### config.mk
export PLATFORM = sky130hd
export DESIGN_NAME = alu_exec_unit
export DESIGN_NICKNAME = d
export VERILOG_FILES = /design/src/rtl/alu_exec_unit.sv
export SDC_FILE = /design/constraint.sdc
export NUM_CORES = 1
export LEC_CHECK = 0
export ABC_AREA = 1
export CAP_MARGIN = 20
export CORE_MARGIN = 2
export CORE_UTILIZATION = 47
export CTS_CLUSTER_DIAMETER = 200
export DETAILED_ROUTE_END_ITERATION = 8
export GPL_TIMING_DRIVEN = 1
export PLACE_DENSITY = 0.78
export SETUP_SLACK_MARGIN = 0.02
export SYNTH_ARGS = -nofsm -noshare
export SYNTH_HDL_FRONTEND = slang
export SYNTH_SLANG_ARGS = --single-unit
### constraint.sdc
create_clock -name i_Clk -period 5.43 [get_ports i_Clk]
set_clock_uncertainty 0.15 [all_clocks]
set_input_delay 1.629 -clock i_Clk [delete_from_list [all_inputs] [get_ports i_Clk]]
set_output_delay 1.629 -clock i_Clk [all_outputs]
set_load 0.05 [all_outputs]
### src/rtl/alu_exec_unit.sv
// EX-stage ALU: resolves ALUOp/Function, executes single-cycle ops and an iterative shift-add MUL.
// Build option: define ALU_SHIFT_EN to enable the SLL/SRL functions (otherwise they decode as ADD).
module alu_exec_unit #(
    parameter int DATA_W = 32
) (
    input  logic              i_Clk,
    input  logic              i_Reset,
    input  logic              i_Valid,
    input  logic [1:0]        i_ALUOp,
    input  logic [3:0]        i_Function,
    input  logic [DATA_W-1:0] i_A,
    input  logic [DATA_W-1:0] i_B,
    output logic              o_Busy,
    output logic              o_Valid,
    output logic [DATA_W-1:0] o_Result,
    output logic              o_Zero,
    output logic [3:0]        o_ALU_Control
);

    localparam int CNT_W = $clog2(DATA_W);

    typedef enum logic [3:0] {
        OP_ADD = 4'd0,
        OP_SUB = 4'd1,
        OP_AND = 4'd2,
        OP_OR  = 4'd3,
        OP_SLT = 4'd4,
        OP_MUL = 4'd5,
        OP_SLL = 4'd6,
        OP_SRL = 4'd7
    } op_e;

    typedef enum logic {
        S_IDLE,
        S_MUL
    } state_e;

    function automatic op_e resolve_op(input logic [1:0] alu_op, input logic [3:0] func);
        op_e op;
        op = OP_ADD;
        case (alu_op)
            2'b01: op = OP_SUB;
            2'b10: op = OP_SLT;
            2'b11: op = OP_ADD;
            default: begin
                case (func)
                    4'b0000: op = OP_ADD;
                    4'b0001: op = OP_SUB;
                    4'b0010: op = OP_AND;
                    4'b0011: op = OP_OR;
                    4'b0100: op = OP_SLT;
                    4'b0101: op = OP_MUL;
`ifdef ALU_SHIFT_EN
                    4'b0110: op = OP_SLL;
                    4'b0111: op = OP_SRL;
`endif
                    default: op = OP_ADD;
                endcase
            end
        endcase
        return op;
    endfunction

    state_e            state, state_next;
    logic [DATA_W-1:0] mcand, mcand_next;
    logic [DATA_W-1:0] mult, mult_next;
    logic [DATA_W-1:0] acc, acc_next;
    logic [CNT_W-1:0]  cnt, cnt_next;
    logic [DATA_W-1:0] result_next;
    logic              zero_next;
    logic              valid_next;
    logic [3:0]        ctrl_next;

    op_e               op;
    logic [DATA_W-1:0] alu_out;
    logic [DATA_W-1:0] acc_step;

    assign op       = resolve_op(i_ALUOp, i_Function);
    assign acc_step = acc + (mult[0] ? mcand : '0);
    assign o_Busy   = (state == S_MUL);

    // NOTE: every always_comb output gets a default first, so no path can leave it unassigned and infer a latch.
    always_comb begin
        alu_out = i_A + i_B;
        case (op)
            OP_SUB: alu_out = i_A - i_B;
            OP_AND: alu_out = i_A & i_B;
            OP_OR:  alu_out = i_A | i_B;
            OP_SLT: alu_out = {{(DATA_W-1){1'b0}}, ($signed(i_A) < $signed(i_B))};
`ifdef ALU_SHIFT_EN
            OP_SLL: alu_out = i_A << i_B[CNT_W-1:0];
            OP_SRL: alu_out = i_A >> i_B[CNT_W-1:0];
`endif
            default: alu_out = i_A + i_B;
        endcase
    end

    always_comb begin
        state_next  = state;
        mcand_next  = mcand;
        mult_next   = mult;
        acc_next    = acc;
        cnt_next    = cnt;
        result_next = o_Result;
        zero_next   = o_Zero;
        ctrl_next   = o_ALU_Control;
        valid_next  = 1'b0;
        case (state)
            S_IDLE: begin
                if (i_Valid) begin
                    if (op == OP_MUL) begin
                        mcand_next = i_A;
                        mult_next  = i_B;
                        acc_next   = '0;
                        cnt_next   = '0;
                        state_next = S_MUL;
                    end else begin
                        result_next = alu_out;
                        zero_next   = (alu_out == '0);
                        ctrl_next   = op;
                        valid_next  = 1'b1;
                    end
                end
            end
            S_MUL: begin
                acc_next   = acc_step;
                mcand_next = mcand << 1;
                mult_next  = mult >> 1;
                cnt_next   = cnt + CNT_W'(1);
                // The final step's partial sum is the product; publish it directly.
                if (cnt == CNT_W'(DATA_W - 1)) begin
                    cnt_next    = '0;
                    result_next = acc_step;
                    zero_next   = (acc_step == '0);
                    ctrl_next   = OP_MUL;
                    valid_next  = 1'b1;
                    state_next  = S_IDLE;
                end
            end
            default: state_next = S_IDLE;
        endcase
    end

    // NOTE: registers use non-blocking assignments so every flop samples pre-edge values regardless of statement order.
    always_ff @(posedge i_Clk) begin
        if (i_Reset) begin
            state         <= S_IDLE;
            mcand         <= '0;
            mult          <= '0;
            acc           <= '0;
            cnt           <= '0;
            o_Valid       <= 1'b0;
            o_Result      <= '0;
            o_Zero        <= 1'b0;
            o_ALU_Control <= '0;
        end else begin
            state         <= state_next;
            mcand         <= mcand_next;
            mult          <= mult_next;
            acc           <= acc_next;
            cnt           <= cnt_next;
            o_Valid       <= valid_next;
            o_Result      <= result_next;
            o_Zero        <= zero_next;
            o_ALU_Control <= ctrl_next;
        end
    end

endmodule

==> qor.log <==
[status] outcome finished, final reports clean
[power] fraction of power spent switching nets 0.398
[cts] clock root cell clkbuf_16
[placed_design] Placement Setup Slack 0.296 ns
[floorplan] Die Span Y 177 microns
[final_layout] net count of the finished layout 2,692
[synthesis] primary flip-flop cell chosen by synthesis mapping dfxtp_1
[cts] Hold Buf Count CTS 0
[drt] number of DRC violations after detailed routing 0
[placed_design] number of port buffers 110
[power] sequential cell fraction of total power 0.306
[global_routing] remaining global-route overflow 0
[placed_design] final weighted congestion of routability-driven global placement 1.06
[final_layout] relative area change from synthesis to final layout 15.6%
[global_routing] vias in the first global route 15,400
[final_layout] commonest non-fill, non-tap cell in the layout nand2_1
[synthesis] Synth Instances 2,402
[sta] final number of max-transition violations 0
[power] leakage power total 8.08 nW
[critical_path] arrival time at the worst endpoint 5.11 ns
[drt] post-route antenna net violation count 0
[drt] Vias per Instance 5.71
[power] fraction of power consumed by combinational cells 0.332
[synthesis] warning count from the yosys run 0
[cts] CTS Sinks 139
[critical_path] kind of start point of the critical path primary input
[critical_path] crit-path most repeated cell nand3_1
[drt] violation count after the first detailed-routing iteration 1,732
[cts] CTS H-tree lvls 4
[drt] highest routing layer actually used met5
[synthesis] synthesized area 0.0140 sq mm
[sta] min cycle time layout 4.85 ns
[cts] maximum number of buffers from clock root to sink 2
[sta] setup repair after global routing missed its margin no
[synthesis] share of flip-flops with an asynchronous set or reset 0
[synthesis] Mapped Avg Cell Area 5.83 sq um
[synthesis] flip-flop and latch count after synthesis 139
[critical_path] slowest stage cell, crit path clkdlybuf4s50_1
[sta] worst hold margin 0.321 ns
[flow_run] max capacitance violation total 0
[cts] total clock buffers created by CTS 17
[power] internal power of the cells 2.13 mW
[floorplan] number of I/O pins 112
[critical_path] nature of the critical path endpoint register
[synthesis] count of different cell masters after synthesis 54
[cts] # resized after CTS 0
[cts] Clk Latency, worst-skew pair 0.46 ns
[sta] post-route fraction of the period consumed by the critical path 0.893
[floorplan] area inside the core boundary 0.0295 sq mm
[sta] endpoints failing setup 0
[cts] CTS tree built
[final_layout] Fillers 3,024
[placed_design] HPWL reported at the end of detailed placement 47.4 mm
[power] part of the power in the clock network 0.363
[critical_path] highest fanout seen on the critical path 6
[sta] Max-Slew Margin vs Limit 0.270
[global_routing] antenna violations before repair 2
[synthesis] Post-synth EDFFs 0
[critical_path] cell breakdown of the critical path clkdlybuf4s50_1, inv_1, ha_1, inv_1, nand2_1, inv_1, a21oi_1, o21ai_0, a21oi_1, nand3_1, nand3_1, nand2_1, nand2_1, nand3_1, nor2_1, nand3_1, nand3_1, nand2_1, inv_1
[power] peak supply drop 0.232 mV
[drt] wire length on met3 5.33 mm
[sta] summed negative setup slack over all endpoints 0 ns
[global_routing] Global Route Usage Sum 0.376
[critical_path] maximum single-stage delay on the critical path 0.60 ns
[floorplan] area enclosed by the die boundary 0.0312 sq mm
[global_routing] pin count of the biggest net entering global routing 64
[drt] total routed wirelength 58.9 mm
[critical_path] worst path required time 5.69 ns
[floorplan] effective utilization at floorplan 0.475
[sta] fin worst setup slack 0.581 ns
[final_layout] fraction of layout cells with a size suffix above 1 0.0484
[floorplan] Row Count 63
[sta] Fin. Hold Viols 0
[sta] fmax 0.206 GHz
[synthesis] post-synthesis sequential area ratio 0.199
[drt] length of routed wiring on met1 25.8 mm
[power] Total Power Consumption 3.54 mW
[floorplan] die width 177 microns
[final_layout] most frequent cells in the layout nand2_1, inv_1, nor2_1, a21oi_1, nand3_1
[final_layout] antenna cell count 0
[sta] Worst Max-Slew Pin Slew 1.10 ns
[cts] count of buffers added by post-CTS timing repair for setup 0
[drt] detailed-route via count 16,500
[cts] Reg clk slew, reported paths 0.07 ns
[critical_path] worst setup path class primary input to register
[power] Pwr Density 219 mW/mm^2
[global_routing] wire length of the first global-routing pass 88.7 mm
[power] Psw 1.41 mW
[drt] number of search-and-repair iterations in the first detailed-routing pass 6
[hold_path] type of the most critical hold path register to register
[synthesis] Net Count, Synth 2,607
[drt] Detail Route met2 WL 26.2 mm
[drt] Routed WL per cell 20.4 microns
-- power by group through the flow --
stage	clock, mW	combinational (mW)	sequential [mW]
3_3_place_gp	0	1.14	1.10
5_1_grt	1.34	1.26	1.08
4_1_cts	1.30	1.14	1.08
2_1_floorplan	0	0.601	1.19
6_report	1.28	1.17	1.08
3_5_place_dp	0	1.13	1.10
-- cell families after synthesis --
group | after synthesis | synth area share
buffers and inverters | 454 | 0.128
adders and majority gates | 132 | 0.120
xor gates and xnor gates | 19 | 0.0119
and+or+nand+nor | 1239 | 0.372
AOI/OAI and AO/OA | 418 | 0.170
other | 1 | 0.000268
DFF | 139 | 0.199
-- critical path, delay by kind of cell --
| kind | cells | cell delay [ns] |
|---|---|---|
| and+or+nand+nor | 10 | 1.23 |
| AOI/OAI and AO/OA | 3 | 0.73 |
| adders and majority gates | 1 | 0.48 |
| buffers and inverters | 5 | 1.03 |
-- stage by stage --
| step | cells | utilization | area [sq um] |
|---|---|---|---|
| 3_5_place_dp | 2858 | 0.528 | 15600 |
| 3_3_place_gp | 2857 | 0.527 | 15500 |
| 4_1_cts | 2890 | 0.549 | 16200 |
| 5_1_grt | 2890 | 0.549 | 16200 |
| 6_report | 2890 | 0.549 | 16200 |
| 2_1_floorplan | 2402 | - | 14000 |
-- synth_stat cells (2+ instances only) --
master / instances / share of area
nand2_1: 788 / 0.21
inv_1: 354 / 0.095
nor2_1: 180 / 0.048
a21oi_1: 173 / 0.062
nand3_1: 168 / 0.060
dfxtp_1: 139 / 0.20
ha_1: 129 / 0.12
o21ai_0: 105 / 0.038
a31oi_1: 58 / 0.026
clkbuf_1: 46 / 0.012
buf_2: 33 / 0.012
nand4_1: 30 / 0.013
a22oi_1: 27 / 0.014
nor3_1: 21 / 0.0075
nand3b_1: 15 / 0.0080
o21bai_1: 13 / 0.0070
o22ai_1: 13 / 0.0058
xor2_1: 13 / 0.0081
o211ai_1: 11 / 0.0059
or2_2: 10 / 0.0045
inv_2: 9 / 0.0024
xnor2_1: 6 / 0.0038
a21boi_0: 5 / 0.0027
and2_1: 5 / 0.0022
buf_6: 4 / 0.0032
nor2_2: 4 / 0.0018
buf_4: 3 / 0.0016
fa_1: 3 / 0.0043
nand2_4: 3 / 0.0024
a211oi_1: 2 / 0.0011
a21o_1: 2 / 0.0011
a21oi_2: 2 / 0.0013
a21oi_4: 2 / 0.0023
buf_1: 2 / 0.00054
nand3_2: 2 / 0.0014
nor2_4: 2 / 0.0016
nor4_1: 2 / 0.00089
o21a_1: 2 / 0.0011
-- per-layer routing --
layer  track usage  vias to the layer above
met1         0.517                     7691
li1              -                     7887
met4         0.110                        4
met5             0                        -
met2         0.605                      826
met3        0.0618                      104
-- sequential cells by signal, summed over array words and instances, names as in the netlist --
name	cells
cnt	5
acc	32
o_Valid	1
mcand	32
o_Result	32
o_Zero	1
mult	32
o_Busy	1
o_ALU_Control	3
-- cell type report --
cell class | instances | area (sq um) | share of cell area
Inverter | 365 | 1370 | 0.0848
Timing Repair Buffer | 155 | 1480 | 0.0915
Clock buffer | 18 | 450 | 0.0278
Sequential cell | 139 | 2790 | 0.172
Clock inverter | 14 | 176 | 0.0109
Multi-Input combinational cell | 1809 | 9430 | 0.583
Tap cell | 390 | 488 | 0.0301
-- path summary, 6_finish.rpt --
path,start,depth (start not counted),endpoint,slack [ns]
worst max-delay path,i_A[26],19,o_Zero,0.58
worst min-delay path,mcand[31],2,mcand[31],0.32
worst max register to register,mult[0],20,o_Zero,1.84
worst min register to register,mcand[31],2,mcand[31],0.32
Power figures use the tool's default switching activity.
